$ cat src/rtl/pool_mem_arbiter_2_pkg.sv
// pool_mem_arbiter_2_pkg: shared layer-2 state encoding and pooled-memory address width
package pool_mem_arbiter_2_pkg;
  localparam int POOL_ADDR_WIDTH = 10;
  typedef enum logic [2:0] {
    W_OWN   = 3'd0,
    W_DRAIN = 3'd1,
    FULL    = 3'd2,
    R_OWN   = 3'd3,
    R_DRAIN = 3'd4
  } state_t;
endpackage

$ cat src/rtl/pool_port_mux_2.sv
// pool_port_mux_2: owner-select of address and strobes onto the pooled memory ports
module pool_port_mux_2 import pool_mem_arbiter_2_pkg::*; #(
  parameter int AW = POOL_ADDR_WIDTH
) (
  input  logic          i_sel_wr,
  input  logic          i_sel_rd,
  input  logic [AW-1:0] i_wr_addr_a,
  input  logic [AW-1:0] i_wr_addr_b,
  input  logic [3:0]    i_wr_strb,
  input  logic [AW-1:0] i_rd_addr_a,
  input  logic [AW-1:0] i_rd_addr_b,
  input  logic [3:0]    i_rd_strb,
  output logic [AW-1:0] o_addr_a,
  output logic [AW-1:0] o_addr_b,
  output logic [3:0]    o_strb
);
  // with no owner selected the memory sees address 0 and no strobes
  always_comb begin
    o_addr_a = i_sel_wr ? i_wr_addr_a : i_sel_rd ? i_rd_addr_a : '0;
    o_addr_b = i_sel_wr ? i_wr_addr_b : i_sel_rd ? i_rd_addr_b : '0;
    o_strb   = i_sel_wr ? i_wr_strb   : i_sel_rd ? i_rd_strb   : '0;
  end
endmodule

$ cat src/rtl/pool_mem_arbiter_2.sv
// pool_mem_arbiter_2: frame-level ownership handshake of the layer-2 pooled-output memory
module pool_mem_arbiter_2 #(
  parameter int POOL_ADDR_WIDTH = pool_mem_arbiter_2_pkg::POOL_ADDR_WIDTH,
  parameter int DRAIN_CYCLES    = 2,
  parameter int FRAME_CNT_WIDTH = 8
) (
  input  logic                       clock,
  input  logic                       reset,
  input  logic                       wr_done,
  input  logic [POOL_ADDR_WIDTH-1:0] wr_address_a,
  input  logic [POOL_ADDR_WIDTH-1:0] wr_address_b,
  input  logic                       wr_rden_a,
  input  logic                       wr_rden_b,
  input  logic                       wr_wren_a,
  input  logic                       wr_wren_b,
  input  logic                       rd_req,
  input  logic                       rd_done,
  input  logic [POOL_ADDR_WIDTH-1:0] rd_address_a,
  input  logic [POOL_ADDR_WIDTH-1:0] rd_address_b,
  input  logic                       rd_rden_a,
  input  logic                       rd_rden_b,
  input  logic                       rd_wren_a,
  input  logic                       rd_wren_b,
  output logic [POOL_ADDR_WIDTH-1:0] mem_address_a,
  output logic [POOL_ADDR_WIDTH-1:0] mem_address_b,
  output logic                       mem_rden_a,
  output logic                       mem_rden_b,
  output logic                       mem_wren_a,
  output logic                       mem_wren_b,
  output logic                       wr_grant,
  output logic                       rd_grant,
  output logic                       layer_start,
  output logic [FRAME_CNT_WIDTH-1:0] frame_count,
  output logic                       access_err
);
  import pool_mem_arbiter_2_pkg::*;

  state_t                     r_state, w_next;
  logic [3:0]                 r_drain;
  logic                       r_in_rst, r_wr_grant, r_rd_grant, r_layer_start, r_err;
  logic [FRAME_CNT_WIDTH-1:0] r_frame_count;
  logic [3:0]                 w_wr_strb, w_rd_strb, w_mem_strb;
  logic                       w_drain_done, w_in_drain, w_take;

  assign w_wr_strb    = {wr_rden_a, wr_rden_b, wr_wren_a, wr_wren_b};
  assign w_rd_strb    = {rd_rden_a, rd_rden_b, rd_wren_a, rd_wren_b};
  assign w_in_drain   = r_state == W_DRAIN || r_state == R_DRAIN;
  assign w_drain_done = r_drain == 4'(DRAIN_CYCLES - 1);
  assign w_take       = r_state == FULL && rd_req;

  // next-state: done pulses and rd_req only matter in the state that owns them
  always_comb begin
    w_next = r_state;
    unique case (r_state)
      W_OWN:   w_next = wr_done      ? W_DRAIN : W_OWN;
      W_DRAIN: w_next = w_drain_done ? FULL    : W_DRAIN;
      FULL:    w_next = rd_req       ? R_OWN   : FULL;
      R_OWN:   w_next = rd_done      ? R_DRAIN : R_OWN;
      R_DRAIN: w_next = w_drain_done ? W_OWN   : R_DRAIN;
      default: w_next = W_OWN;
    endcase
  end

  // state register
  always_ff @(posedge clock) r_state <= reset ? W_OWN : w_next;

  // drain counter runs only while retiring accesses and restarts on each drain
  always_ff @(posedge clock)
    r_drain <= (reset || w_drain_done || !w_in_drain) ? 4'd0 : r_drain + 4'd1;

  // registered grants, start pulse, frame counter and sticky error; all held at 0 in reset
  always_ff @(posedge clock) begin
    if (reset) begin
      r_in_rst      <= 1'b1;
      r_wr_grant    <= 1'b0;
      r_rd_grant    <= 1'b0;
      r_layer_start <= 1'b0;
      r_frame_count <= '0;
      r_err         <= 1'b0;
    end else begin
      r_in_rst      <= 1'b0;
      r_wr_grant    <= w_next == W_OWN;
      r_rd_grant    <= w_next == R_OWN;
      r_layer_start <= r_in_rst | (r_state == R_DRAIN && w_drain_done);
      r_frame_count <= r_frame_count + FRAME_CNT_WIDTH'(w_take);
      r_err         <= r_err | (|w_wr_strb & ~r_wr_grant) | (|w_rd_strb & ~r_rd_grant);
    end
  end

  pool_port_mux_2 #(.AW(POOL_ADDR_WIDTH)) u_mux (
    .i_sel_wr   (r_wr_grant),
    .i_sel_rd   (r_rd_grant),
    .i_wr_addr_a(wr_address_a),
    .i_wr_addr_b(wr_address_b),
    .i_wr_strb  (w_wr_strb),
    .i_rd_addr_a(rd_address_a),
    .i_rd_addr_b(rd_address_b),
    .i_rd_strb  (w_rd_strb),
    .o_addr_a   (mem_address_a),
    .o_addr_b   (mem_address_b),
    .o_strb     (w_mem_strb)
  );

  assign {mem_rden_a, mem_rden_b, mem_wren_a, mem_wren_b} = w_mem_strb;
  assign wr_grant    = r_wr_grant;
  assign rd_grant    = r_rd_grant;
  assign layer_start = r_layer_start;
  assign frame_count = r_frame_count;
  assign access_err  = r_err;
endmodule

$ cat config.mk
export PLATFORM = sky130hd
export DESIGN_NAME = pool_mem_arbiter_2
export DESIGN_NICKNAME = d
export VERILOG_FILES = /design/src/rtl/pool_mem_arbiter_2_pkg.sv /design/src/rtl/pool_port_mux_2.sv /design/src/rtl/pool_mem_arbiter_2.sv
export SDC_FILE = /design/constraint.sdc
export NUM_CORES = 1
export LEC_CHECK = 0
export BUFFER_PORTS_ARGS = -buffer_cell sky130_fd_sc_hd__clkbuf_2
export CORE_ASPECT_RATIO = 1.1
export CORE_MARGIN = 5
export CORE_UTILIZATION = 42
export CTS_CLUSTER_SIZE = 30
export DETAILED_ROUTE_END_ITERATION = 16
export HOLD_SLACK_MARGIN = 0.05
export PLACE_DENSITY = 0.85
export SLEW_MARGIN = 20
export SYNTH_ARGS = -nofsm -noshare
export SYNTH_HDL_FRONTEND = slang
export SYNTH_HIERARCHICAL = 1
export SYNTH_SLANG_ARGS = --single-unit
$ cat constraint.sdc
create_clock -name clock -period 3.3 [get_ports clock]
set_input_delay 0.33 -clock clock [delete_from_list [all_inputs] [get_ports clock]]
set_output_delay 0.33 -clock clock [all_outputs]
set_load 0.01 [all_outputs]
After elaboration in Yosys (flattened, before gate mapping)
Cells that the tools add are included.
W data, S select, Z words.
{"block": "op_classes", "n_mux": 13, "bitwise_logic": 7, "add_sub_neg": 2, "n_eq_ne": 6, "reduce_logical": 10}
{"operator": "$mux W10", "count": 4}
{"operator": "$pmux W3 S5", "count": 1}
{"operator": "$eq A3 B2 Y1 const B", "count": 3}
{"operator": "$add A8 B1 Y8", "count": 1}
{"operator": "$mux W4", "count": 2}
{"operator": "$reduce_or A4 Y1", "count": 2}
{"operator": "$logic_not A3 Y1", "count": 2}
{"operator": "$mux W3", "count": 2}
{"operator": "$add A4 B1 Y4 const B", "count": 1}
{"operator": "$eq A4 B1 Y1 const B", "count": 1}
{"operator": "$eq A3 B1 Y1 const B", "count": 1}
{"operator": "$eq A3 B3 Y1 const B", "count": 1}
{"operator": "$logic_or A1 B1 Y1", "count": 3}
{"operator": "$mux W1", "count": 3}
{"operator": "$or A1 B1 Y1", "count": 3}
{"operator": "$and A1 B1 Y1", "count": 2}
{"operator": "$logic_and A1 B1 Y1", "count": 2}
{"operator": "$mux W2", "count": 1}
{"operator": "$not A1 Y1", "count": 2}
{"operator": "$logic_not A1 Y1", "count": 1}
{"block": "totals", "input_bits": 53, "register_bits": 20, "elab_cells": 46}

Longest topological paths before layout
{"block": "depth", "depth_word": 4, "mapped_depth": 8}

Hierarchy
Netlist, hierarchy kept.
{"mod": "pool_mem_arbiter_2", "area_per_inst_um2": 839.6, "cells_per_inst": 91, "seq_area_each_um2": 400.4, "n_inst": 1}
{"mod": "pool_port_mux_2", "area_per_inst_um2": 277.8, "cells_per_inst": 34, "seq_area_each_um2": 0.0, "n_inst": 1}

Worst setup path after synthesis
OpenSTA, ideal clock, no wires.
{"block": "synth_path", "kind": "register to register", "from": "reg r_state[1]", "to": "reg r_frame_count[6] (netlist: frame_count[6])", "setup_slack_ps": 1632, "arrival_ps": 1597, "setup_time_ps": 71, "period_less_slack_ps": 1668, "path_stages_with_launch": 8, "path_buffers": 0, "cell_sequence": "dfxtp_1 > nor2b_1 > and2_1 > ha_1 > ha_1 > inv_1 > or3_1 > a21oi_1"}
{"block": "synth_between", "elab_chain_cells": 3}
{"element": "start, declared", "line": "pool_mem_arbiter_2.sv:38", "source": "state_t r_state, w_next;"}
{"element": "start signal, assigned", "line": "pool_mem_arbiter_2.sv:65", "source": "always_ff @(posedge clock) r_state <= reset ? W_OWN : w_next;"}
{"element": "$eq A3 B2 Y1", "line": "pool_mem_arbiter_2.sv:49", "source": "assign w_take = r_state == FULL && rd_req;"}
{"element": "$logic_and A1 B1 Y1", "line": "pool_mem_arbiter_2.sv:49"}
{"element": "$add A8 B1 Y8", "line": "pool_mem_arbiter_2.sv:85", "source": "r_frame_count <= r_frame_count + FRAME_CNT_WIDTH'(w_take);"}
{"element": "end signal, assigned", "line": "pool_mem_arbiter_2.sv:85"}
{"element": "end, declared", "line": "pool_mem_arbiter_2.sv:41", "source": "logic [FRAME_CNT_WIDTH-1:0] r_frame_count;"}
No other way between the ends.
A chain may end at the register's enable or synchronous reset.

Final worst setup path
{"block": "layout_path", "from": "reg r_wr_grant (netlist: wr_grant)", "to": "out mem_rden_a"}
{"block": "layout_between", "elab_chain_cells": 1}
{"element": "start, declared", "line": "pool_mem_arbiter_2.sv:40", "source": "logic r_in_rst, r_wr_grant, r_rd_grant, r_layer_start, r_err;"}
{"element": "start signal, assigned", "line": "pool_mem_arbiter_2.sv:75", "source": "r_wr_grant <= 1'b0;"}
{"element": "start signal, assigned", "line": "pool_mem_arbiter_2.sv:82", "source": "r_wr_grant <= w_next == W_OWN;"}
{"element": "$mux W4", "line": "pool_port_mux_2.sv:21", "source": "o_strb = i_sel_wr ? i_wr_strb : i_sel_rd ? i_rd_strb : '0;"}
{"element": "end, declared", "line": "pool_mem_arbiter_2.sv:26", "source": "output logic mem_rden_a,"}
No other way between the ends.

==> flow_summary.json <==
{
  "cts.hold.buffers_added": 0,
  "synth_compound_area_share_pct": 25.08,
  "regArea_sq_um": 400.4,
  "vias": 1223,
  "grt_pass1_vias": 1013,
  "synth_area_sq_um": 1117,
  "ys_types": 33,
  "synth_xor_xnor_area_share_pct": 4.703,
  "grt_max_degree": 30,
  "area_growth_pct": 38.63,
  "firstDrtPassIters": 5,
  "max_freq_mhz": 443.0,
  "maxCapViolations": 0,
  "synth_top_flop_cell": "dfxtp_1",
  "wl_met1_um": 1156,
  "ys_seq_elements": 20,
  "cts_resized": 0,
  "synth_edf_count": 0,
  "fin_worst_skew_ps": 4.908,
  "cts_root_buf": "clkbuf_4",
  "clock-sinks": 20,
  "routed_wl_um": 3174,
  "synth_top_family_by_area": "compound AO/OA/AOI/OAI gates",
  "synth_simple_gate_area_share_pct": 21.72,
  "cts_tree": "done",
  "htree_num_levels": 1,
  "worstPathRequired_ps": 2970,
  "slew_violations": 0,
  "irDropWorstVdd_mv": 0.2161,
  "synth_area_leaders": "dfxtp_1 36%, a22o_1 16%, ha_1 4.5%",
  "multiInputGateArea_sq_um": 635.6,
  "ios": 89,
  "n_fill_cell": 236,
  "antenna_cells": 0,
  "cts.path.max_buffers": 2,
  "routed_via_density": 5.139,
  "first_iter_violations": 72,
  "setup.worst_path.end_class": "output port",
  "top_layer": "met4",
  "place_congestion": 0.8462,
  "coreArea_sq_um": 2520,
  "ys_seq_area_share_pct": 35.83,
  "finalWorstSetupSlack_ps": 1043,
  "synth_top_area_cell": "dfxtp_1",
  "die_area_sq_um": 3793,
  "avgSynthCellArea_sq_um": 8.939,
  "finalSetupViolations": 0,
  "antenna_found_initial": 0,
  "start_kind": "flip-flop",
  "relSlewSlack_pct": 35.22,
  "arrival_ps": 1930,
  "dpl_cell_area_sq_um": 1526,
  "post-route-drc-count": 0,
  "io_buffers": 88,
  "rsz0062_at_grt": "false",
  "grt_pass1_wl_um": 4740,
  "grt_usage_pct": 15.64,
  "status": "completed",
  "muxShareOfSynthArea_pct": 0.8959,
  "die-width_um": 59.18,
  "layoutNonFillerInstCount": 238,
  "fin_nets": 266,
  "cp_max_fo": 29,
  "met3_length_um": 473,
  "antenna_left": 0,
  "cts_buffers": 3,
  "finalCriticalPeriod_ps": 2257,
  "total_power_mw": 0.4585,
  "wl_per_cell_um": 13.34,
  "final_util_pct": 61.47,
  "power_density_nw_per_um2": 296.0,
  "hpwl_um": 2655,
  "num_rows": 19,
  "cts_setup_buffers": 0,
  "initial_utilization_pct": 44.34,
  "dp_slack_ps": 1408,
  "worst_pin_slew_ps": 970.4,
  "wl_met2_um": 1505,
  "dieHeight_um": 64.10,
  "holdWs_ps": 298.4,
  "hp-class": "input port to flip-flop",
  "netlist_instances": 125,
  "syn_nets": 182,
  "crit_type": "flip-flop to output port",
  "clk_pin_slew_ps": 100,
  "placed_cells": 235,
  "drive_above_1_share_pct": 45.89,
  "yosysTopAreaCellShare_pct": 35.83,
  "async_flop_share_pct": 0,
  "grt-ovfl-total": 0,
  "p_leak_nw": 0.7857,
  "hold_viol": 0,
  "yosys_warnings": 6,
  "final_area_sq_um": 1549,
  "post-route-period-util_pct": 68.40,
  "clk_latency_ps": 290,
  "fin_tns_setup_ps": 0,
  "synth-adder-area-share_pct": 4.479
}
## per-layer routing
layer | vias up | track usage (%)
met3 | 4 | 5.634
met1 | 537 | 18.09
met2 | 56 | 25.97
met4 | 0 | 5.949
li1 | 626 | -
met5 | - | 0
## critical path, stage by stage (launching register included)
cell	delay (ps)
dfxtp_1	970
nor2b_4	250
a22o_2	280
clkbuf_2	120
## cells in the final DEF, fill, tap and decap left out, drive strengths merged
cell and instances:
o221a 1, and2b 1, nand2 7, nor2 12, nor3b 1, clkbuf 91
inv 3, nor3 1, o21ai 6, nand4 1, or4 2, nor4bb 1
nor4 3, and2 1, xor2 3, dfxtp 20, o31ai 1, nor2b 5
mux2i 1, xnor2 3, a22o 22, nand3b 1, nand3 6, a21oi 6
or3 3, a31oi 1, ha 4
## cell type report
cell class	instances	share of cell area, %
well taps	31	2.504
flip-flops and latches	20	25.85
inverters	3	0.7270
clock buffers	3	1.454
repair buffers	88	28.43
multi-input cells	93	41.03
## cells in the mapped netlist, types with 2 or more instances
| cell | count |
|---|---|
| nor4_1 | 3 |
| o21ai_1 | 2 |
| a22o_1 | 20 |
| buf_2 | 2 |
| a21oi_1 | 6 |
| o21ai_0 | 4 |
| ha_1 | 4 |
| dfxtp_1 | 20 |
| nor2b_1 | 4 |
| a22o_2 | 2 |
| nor2_1 | 12 |
| nand2_1 | 7 |
| buf_6 | 4 |
| xnor2_1 | 3 |
| clkbuf_1 | 2 |
| or4_1 | 2 |
| nand3_1 | 6 |
| xor2_1 | 3 |
| inv_1 | 3 |
| or3_1 | 3 |
## state kept, by name, indices dropped and copies added (netlist names)
| register | cells |
|---|---|
| r_drain | 4 |
| r_state | 3 |
| frame_count | 8 |
| rd_grant | 1 |
| layer_start | 1 |
| r_in_rst | 1 |
| access_err | 1 |
| wr_grant | 1 |
## report_power, final
group          switching (mW)  internal [mW]  total (mW)
Combinational          0.0389         0.0504      0.0893
Sequential             0.0121          0.247       0.259
Clock                  0.0674         0.0425       0.110
## cell families (layout without fill, tap and decap cells)
kind of cell,count (synthesis),after routing
AND/OR/NAND/NOR,45,45
adder cells (fa/ha/maj),4,4
XOR/XNOR,6,6
flip-flops,20,20
AO/OA/AOI/OAI,37,37
multiplexers,1,1
buffers and inverters,12,94
## worst paths after layout
kind                            startpoint              to  slack, ps  cells past startpoint
worst max-delay path              wr_grant      mem_rden_a       1040                      3
worst max register to register  r_state[1]  frame_count[6]       1430                      7
worst min register to register    r_in_rst     layer_start        470                      2
worst min-delay path               rd_done      r_state[2]        300                      3
Note: power is estimated with default switching activity, not from simulation.
